--- config.mk ---
export PLATFORM = sky130hd
export DESIGN_NAME = uart_pkt_tx
export DESIGN_NICKNAME = d
export VERILOG_FILES = /design/src/rtl/uart_pkg.sv /design/src/rtl/uart_baud_tick.sv /design/src/rtl/uart_pkt_tx.sv
export SDC_FILE = /design/constraint.sdc
export NUM_CORES = 1
export LEC_CHECK = 0
export CORE_MARGIN = 2
export CORE_UTILIZATION = 48
export CTS_CLUSTER_DIAMETER = 60
export DETAILED_ROUTE_END_ITERATION = 6
export GPL_ROUTABILITY_DRIVEN = 1
export GPL_TIMING_DRIVEN = 1
export HOLD_SLACK_MARGIN = 0.03
export PLACE_DENSITY = 0.79
export SYNTH_ARGS = -nofsm -noshare
export SYNTH_HDL_FRONTEND = slang
export SYNTH_SLANG_ARGS = --single-unit
--- constraint.sdc ---
create_clock -name clk -period 2.3 [get_ports clk]
set_input_delay 0.69 -clock clk [delete_from_list [all_inputs] [get_ports clk]]
set_output_delay 0.69 -clock clk [all_outputs]
set_load 0.05 [all_outputs]
--- src/rtl/uart_pkg.sv ---
// rtl/uart_pkg.sv - shared constants for the UART transmit/receive blocks
// Purpose : FSM state codes, parity mode codes and the default baud divider.
// Ports   : none (package).
package uart_pkg;

   typedef logic [2:0] state_t;

   localparam state_t IDLE  = 3'd0;
   localparam state_t START = 3'd1;
   localparam state_t DATA  = 3'd2;
   localparam state_t PAR   = 3'd3;
   localparam state_t STOP  = 3'd4;

   localparam int PAR_NONE = 0;
   localparam int PAR_EVEN = 1;
   localparam int PAR_ODD  = 2;

   // 50 MHz system clock, 9600 baud
   localparam int BAUD_9600_50M = 5208;

endpackage

--- src/rtl/uart_baud_tick.sv ---
// rtl/uart_baud_tick.sv - bit-period counter producing one tick per CLK_DIV cycles
// Purpose : counts 0..CLK_DIV-1 while enabled and pulses tick on the last count.
//           The count is held at 0 while en=0, so every enable starts a full period.
// Ports   : clk  in  system clock
//           rst  in  synchronous active-high reset
//           en   in  count enable
//           tick out 1-cycle pulse on count CLK_DIV-1
module uart_baud_tick #(
   parameter int CLK_DIV = 5208
) (
   input  logic clk,
   input  logic rst,
   input  logic en,
   output logic tick
);

   localparam int CW = (CLK_DIV > 1) ? $clog2(CLK_DIV) : 1;
   localparam logic [CW-1:0] LAST = CW'(CLK_DIV - 1);

   logic [CW-1:0] cnt;

   assign tick = en && (cnt == LAST);

   always_ff @(posedge clk) begin
      if (rst || !en) begin
         cnt <= '0;
      end else if (tick) begin
         cnt <= '0;
      end else begin
         cnt <= cnt + 1'b1;
      end
   end

endmodule

--- src/rtl/uart_pkt_tx.sv ---
// rtl/uart_pkt_tx.sv - multi-byte UART packet transmitter
// Purpose : accepts an NBYTES-wide word on tx_valid/tx_ready and sends it as
//           back-to-back UART frames, byte 0 first, LSB first, with optional
//           parity and 1 or 2 stop bits.
// Ports   : clk       in  system clock
//           rst       in  synchronous active-high reset
//           data_in   in  packet word, sampled on accept
//           tx_valid  in  send request
//           tx_ready  out idle, can accept
//           tx_busy   out packet in progress
//           byte_done out pulse in the last cycle of each frame
//           pkt_done  out pulse in the last cycle of the packet
//           data_out  out serial line, idles high
module uart_pkt_tx
   import uart_pkg::*;
#(
   parameter int CLK_DIV   = BAUD_9600_50M,
   parameter int NBYTES    = 8,
   parameter int PARITY    = PAR_NONE,
   parameter int STOP_BITS = 1
) (
   input  logic                clk,
   input  logic                rst,
   input  logic [NBYTES*8-1:0] data_in,
   input  logic                tx_valid,
   output logic                tx_ready,
   output logic                tx_busy,
   output logic                byte_done,
   output logic                pkt_done,
   output logic                data_out
);

   if (CLK_DIV < 2) begin : g_bad_clk_div
      $error("uart_pkt_tx: CLK_DIV must be >= 2");
   end
   if (NBYTES < 1) begin : g_bad_nbytes
      $error("uart_pkt_tx: NBYTES must be >= 1");
   end
   if (PARITY < PAR_NONE || PARITY > PAR_ODD) begin : g_bad_parity
      $error("uart_pkt_tx: PARITY must be 0, 1 or 2");
   end
   if (STOP_BITS != 1 && STOP_BITS != 2) begin : g_bad_stop
      $error("uart_pkt_tx: STOP_BITS must be 1 or 2");
   end

   localparam int BW = (NBYTES > 1) ? $clog2(NBYTES) : 1;
   localparam logic [BW-1:0] LAST_BYTE = BW'(NBYTES - 1);
   localparam logic LAST_STOP = (STOP_BITS == 2);

   state_t              state;
   logic [NBYTES*8-1:0] pkt_r;
   logic [BW-1:0]       byte_idx;
   logic [2:0]          bit_idx;
   logic                stop_idx;
   logic                tick;
   logic [7:0]          cur_byte;
   logic                par_bit;
   logic                last_stop;

   uart_baud_tick #(.CLK_DIV(CLK_DIV)) u_baud (
      .clk  (clk),
      .rst  (rst),
      .en   (state != IDLE),
      .tick (tick)
   );

   // pkt_r shifts down one byte per frame, so the current byte is always the low byte
   assign cur_byte  = pkt_r[7:0];
   assign par_bit   = (PARITY == PAR_ODD) ? ~^cur_byte : ^cur_byte;
   assign last_stop = (stop_idx == LAST_STOP);

   assign tx_ready  = (state == IDLE);
   assign tx_busy   = (state != IDLE);
   // Pulses coincide with the final cycle of the stop bit rather than following it
   assign byte_done = !rst && (state == STOP) && tick && last_stop;
   assign pkt_done  = byte_done && (byte_idx == LAST_BYTE);

   // data_out is loaded with the value of the state being entered, so the line
   // changes on the same edge as the state register
   always_ff @(posedge clk) begin
      if (rst) begin
         state    <= IDLE;
         pkt_r    <= '0;
         byte_idx <= '0;
         bit_idx  <= '0;
         stop_idx <= 1'b0;
         data_out <= 1'b1;
      end else begin
         case (state)
            IDLE: begin
               data_out <= 1'b1;
               if (tx_valid) begin
                  state    <= START;
                  pkt_r    <= data_in;
                  byte_idx <= '0;
                  data_out <= 1'b0;
               end
            end
            START: begin
               if (tick) begin
                  state    <= DATA;
                  bit_idx  <= '0;
                  data_out <= cur_byte[0];
               end
            end
            DATA: begin
               if (tick) begin
                  if (bit_idx == 3'd7) begin
                     stop_idx <= 1'b0;
                     if (PARITY != PAR_NONE) begin
                        state    <= PAR;
                        data_out <= par_bit;
                     end else begin
                        state    <= STOP;
                        data_out <= 1'b1;
                     end
                  end else begin
                     bit_idx  <= bit_idx + 3'd1;
                     data_out <= cur_byte[bit_idx + 3'd1];
                  end
               end
            end
            PAR: begin
               if (tick) begin
                  state    <= STOP;
                  stop_idx <= 1'b0;
                  data_out <= 1'b1;
               end
            end
            STOP: begin
               if (tick) begin
                  if (!last_stop) begin
                     stop_idx <= 1'b1;
                  end else if (byte_idx != LAST_BYTE) begin
                     state    <= START;
                     byte_idx <= byte_idx + 1'b1;
                     pkt_r    <= pkt_r >> 8;
                     data_out <= 1'b0;
                  end else begin
                     state    <= IDLE;
                     data_out <= 1'b1;
                  end
               end
            end
            default: begin
               state    <= IDLE;
               data_out <= 1'b1;
            end
         endcase
      end
   end

endmodule

# --- After elaboration in Yosys (flattened, before gate mapping) ---
# Cells that the tools add are included.
# Widths: inputs -> output; s select.
totals:
  regBits: 88
  word_cells: 88
  output_inout_bits: 5
classes:
  n_addsub: 3
  order_cmp: 1
  eq_ne: 17
  bitwise: 1
  n_reduce_logical: 19
  mux: 40
ops:
  columns: ["cell", "count"]
  rows:
  - ["$mux 64", 4]
  - ["$pmux 64 s2", 1]
  - ["$mux 3", 14]
  - ["$ne 2x2->1 const B", 8]
  - ["$mux 1", 15]
  - ["$pmux 3 s5", 1]
  - ["$reduce_and 5->1", 3]
  - ["$add 13x1->13 const B", 1]
  - ["$eq 13x13->1 const B", 1]
  - ["$pmux 3 s2", 2]
  - ["$eq 3x3->1 const B", 3]
  - ["$reduce_and 7->1", 1]
  - ["$add 3x1->3 const B", 2]
  - ["$eq 3x2->1 const B", 2]
  - ["$reduce_bool 3->1", 2]
  - ["$logic_and 1x1->1", 5]
  - ["$pmux 1 s5", 1]
  - ["$lt 3x4->1 const B", 1]
  - ["$reduce_and 4->1", 1]
  - ["$reduce_bool 2->1", 2]
  - ["$bmux 1 s3", 1]
  - ["$eq 3x1->1 const B", 1]
  - ["$logic_not 3->1", 1]
  - ["$ne 3x3->1 const B", 1]
  - ["6 further kinds", 7]

# --- Depth between registers and ports, before layout ---
# Gate-level depths: netlist of run 1.
logic_depth:
  depth_word: 6
  mapped_depth: 8

# --- Modules after synthesis ---
# A second synthesis of run 1 with hierarchy kept.
hier_totals:
  hier_cells: 499
  hier_area_um2: 4077.7
modules_own_cells:
  columns: ["module", "instances", "area_each_um2", "cells_each"]
  rows:
  - ["uart_pkt_tx", 1, 3380.7, 425]
  - ["uart_baud_tick", 1, 696.9, 74]

# --- Worst setup path before layout of run 1 ---
# Ideal clock, no wire load.
synth_path:
  path_kind: "reg2out"
  start: "register u_baud.cnt[0]"
  end: "output pkt_done"
  path_stages_with_launch: 7
  slack_ns: -1.348
  t_arrival_ns: 2.958
  path_buffers: 1
  cell_sequence: "dfxtp_1 ha_1 nor4bb_1 nand3_1 clkbuf_1 nor3_1 and2_1"
synth_via:
  elab_chain_len: 5
synth_lines:
  columns: ["item", "line_no", "source"]
  rows:
  - ["start: declaration", "uart_baud_tick.sv:20", "logic [CW-1:0] cnt;"]
  - ["start signal: assignment", "uart_baud_tick.sv:30", "cnt <= cnt + 1'b1;"]
  - ["$eq 13x13->1", "uart_baud_tick.sv:22", "assign tick = en && (cnt == LAST);"]
  - ["$logic_and 1x1->1", "uart_baud_tick.sv:22", null]
  - ["$logic_and 1x1->1 (2 in a row)", "uart_pkt_tx.sv:75", "assign byte_done = !rst && (state == STOP) && tick && last_stop;"]
  - ["named net byte_done", "uart_pkt_tx.sv:28", "output logic byte_done,"]
  - ["$logic_and 1x1->1", "uart_pkt_tx.sv:76", "assign pkt_done = byte_done && (byte_idx == LAST_BYTE);"]
  - ["end: declaration", "uart_pkt_tx.sv:29", "output logic pkt_done,"]
# The timed path passes the listed nets, and every way through them passes these cells.

# --- Final worst setup path of run 1 ---
layout_path:
  start: "register u_baud.cnt[0]"
  end: "output pkt_done"
layout_via:
  elab_chain_len: 5
layout_lines:
  columns: ["item", "line_no"]
  rows:
  - ["$eq 13x13->1", "uart_baud_tick.sv:22"]
  - ["$logic_and 1x1->1", "uart_baud_tick.sv:22"]
  - ["$logic_and 1x1->1 (2 in a row)", "uart_pkt_tx.sv:75"]
  - ["$logic_and 1x1->1", "uart_pkt_tx.sv:76"]
# Every way passes these cells.

==> impl_metrics.yaml, run 1 <==
worst_setup_path:
  critPathLaunch: "u_baud.cnt[0]"
  end_kind: "output pin"
  required_ns: 1.61
  reg2reg_from: "byte_idx[1]"
  reg2reg_slack_ns: -0.03
  ff2ff_path_depth: 8
  worstPathMaxFanout: 2
  r2r_end: "pkt_r[39]"
  critPathLaunchType: "flop"
  worstPathArrival_ns: 1.72
  worstSetupPathType: "flop to output pin"
clock_network:
  postCtsHoldBufs: 0
  clockRootBuffer: "clkbuf_8"
  clkTransAtPathRegs_ns: 0.09
  cts_tree: "built"
  cts_max_level: 3
  cts-buffers-inserted: 9
  cts.sinks: 87
  clockBufferDepth: 2
  worst_skew_pair.late_latency_ns: 0.37
finish:
  final_common_cell: "dfxtp_1"
  fin_cells: 628
  fillers: 658
  synthToLayoutAreaGrowth_pct: 32.4
  drive_gt1_frac: 0.240
  final_cell_mix: "dfxtp_1 (81), clkdlybuf4s50_1 (66), mux2i_1 (60), nor3_1 (54), a211oi_2 (44)"
  diodes: 0
  fin_util: 0.657
  finalNetCount: 587
timing:
  fmax_mhz: 415
  hold_viol_final: 0
  min_period_over_period: 1.05
  worst_slack_ns: -0.112
  period_needed_ns: 2.41
  worst_pin_slew_ns: 0.854
  relSlewSlack: 0.426
  rsz0062_at_grt: "yes"
  setup_tns_ns: -0.224
  drv_slew: 0
  finClkSkew_ns: 0.0124
  setup_viol: 4
yosys:
  syn-num-nets: 513
  synth_top_flop_cell: "dfxtp_1"
  synth_area_sq_um: 4350
  synth-edff-count: 0
  avgSynthCellArea_sq_um: 9.86
  async_flop_share: 0
  yosysWarnings: 0
  synth-seq-cells: 87
  synth_cell_types: 44
  syn_inst: 441
  ys_seq_area_frac: 0.400
min_path:
  hp-start: "bit_idx[2]"
  hp-class: "flop to flop"
  hold_path_depth: 2
  hold_path_end: "bit_idx[2]"
global_routing:
  overflow: 0
  antenna_found_initial: 0
  use_met2: 0.358
  grt-busiest-layer: "met2"
  met1_usage: 0.270
  grt_pass1_vias: 3620
  grt_pass1_wl_mm: 17.0
  use_met3: 0.0471
  grt_use_total: 0.213
  grt_start_max_net_pins: 37
floorplan:
  row_count: 34
  fp.dieH_um: 99.2
  dieWidth_um: 99.2
  start_util: 0.496
  fp.coreArea_sq_um: 8760
  die_area_sq_um: 9840
  io_pins: 72
pwr:
  p_int_w: 0.00245
  pwr-share-clk: 0.332
  p_seq_frac: 0.489
  comb_power_share: 0.178
  power_leakage_nw: 1.84
  p_sw_frac: 0.287
  p_sw_w: 0.000986
  ir_worst_vdd_mv: 0.433
  power_density_nw_per_um2: 596
routing:
  antenna_left: 0
  drtIter0Drc: 241
  first_pass_iters: 6
  wl_mm: 11.3
  wire_per_inst_um: 18.0
  vias: 3791
  route.detailed.drc: 0
  vias_per_cell: 6.04
run:
  drv_cap: 0
status:
  violations: "setup timing"
  outcome: "finished, violations left"
place:
  place.detailed.hpwl_mm: 6.98
  routabilityCongestion: 0.813
  dp_cells: 601
  portBuffers: 71
==> power groups by stage <==
| stage | registers, W | logic, W | clock network, W |
|---|---|---|---|
| final | 0.00168 | 0.000612 | 0.00114 |
| after global routing | 0.00169 | 0.000658 | 0.00123 |
| after CTS | 0.00168 | 0.000602 | 0.00116 |
| after detailed placement | 0.00171 | 0.000599 | 0 |
| after global placement | 0.00171 | 0.000583 | 0 |
| after floorplan | 0.00170 | 0.000364 | 0 |
==> worst max-delay path by stage <==
stage | cells after the start | to
final | 6 | pkt_done
after global routing | 6 | pkt_done
after CTS | 6 | pkt_done
after detailed placement | 7 | pkt_r[3]
after global placement | 4 | pkt_r[59]
after floorplan | 6 | pkt_done
==> sequential cells by signal, indices dropped and copies added (netlist names) <==
register and flops:
pkt_r 64, u_baud.cnt 13, bit_idx 3, byte_idx 3
state 3, data_out 1
==> final cells by class <==
cell class                      instances  area, sq um  share of cell area
Multi-Input combinational cell        305         2530               0.439
Sequential cell                        87         1750               0.304
Timing Repair Buffer                  103         1100               0.191
Tap cell                              108          135              0.0235
Clock buffer                            9          124              0.0215
Clock inverter                          7         86.3              0.0150
Inverter                                9         33.8             0.00586
==> per-stage QoR <==
stage,total power [W],hold WS [ns],cell area (sq um),setup slack [ns]
after floorplan,0.00207,0.449,4410,-0.381
after global placement,0.00229,0.464,5280,0.0241
final,0.00343,0.486,5760,-0.112
after CTS,0.00344,0.488,5550,-0.144
after global routing,0.00358,0.508,5760,-0.202
after detailed placement,0.00231,0.465,5280,-0.0375
==> worst max-delay path: stages (launching register included) <==
cell,delay [ns]
dfxtp_2,0.36
ha_4,0.16
nor4bb_4,0.24
nand3_2,0.15
nor3_4,0.14
and2_4,0.17
buf_8,0.14
==> synth_stat cells, types with 2 or more instances <==
cell type   n  area share
o211ai_1    2      0.0035
nand3_1    10       0.012
mux2i_1    60        0.14
xor2_1      2      0.0040
nand2b_1    2      0.0029
inv_1       9      0.0078
nor4_1      4      0.0058
clkbuf_1   26       0.022
a21oi_1    10       0.012
nor2_1     25       0.022
a31oi_1     2      0.0029
a22o_1      9       0.018
buf_2       4      0.0046
a211oi_2   40        0.12
or3_1       3      0.0043
buf_4       4      0.0069
buf_6       5       0.013
dfxtp_1    87        0.40
or4_1       5      0.0086
and2_1      2      0.0029
ha_1        5       0.014
xnor2_1    10       0.020
a211oi_1   17       0.029
nand2_1     8      0.0069
o21ai_0    10       0.012
nor3_1     62       0.071
==> kinds of logic after synthesis <==
kind of cell	Yosys count	share of synthesized area
mux	61	0.143
flops	87	0.400
fa+ha+maj	5	0.0144
xor+xnor	12	0.0242
buf+inv	49	0.0555
compound gates	95	0.201
simple gates	132	0.161
==> metal layers <==
layer  vias up  wire (um)  part of all wire
met2       124       5610              0.50
li1       1798          -                 -
met3        30        549             0.049
met5         -          0                 0
met4         0        293             0.026
met1      1839       4860              0.43
==> what timing repair did <==
item,in CTS,in global routing
gates cloned,1,4
gates resized for setup,7,25
setup endpoints to repair,28,50
hold endpoints to repair,0,0
pin swaps,4,53
setup buffers,2,4
Note: power is estimated with default switching activity, not from simulation.
==> inputs of run 2 (changes only) <==
--- a/config.mk
+++ b/config.mk
@@ -13,6 +13,7 @@
 export GPL_TIMING_DRIVEN = 1
 export HOLD_SLACK_MARGIN = 0.03
 export PLACE_DENSITY = 0.79
+export SLEW_MARGIN = 20
 export SYNTH_ARGS = -nofsm -noshare
 export SYNTH_HDL_FRONTEND = slang
 export SYNTH_SLANG_ARGS = --single-unit
==> results of run 2 <==
Same layout as run 1: the final DEF is identical, and so are final timing and power.
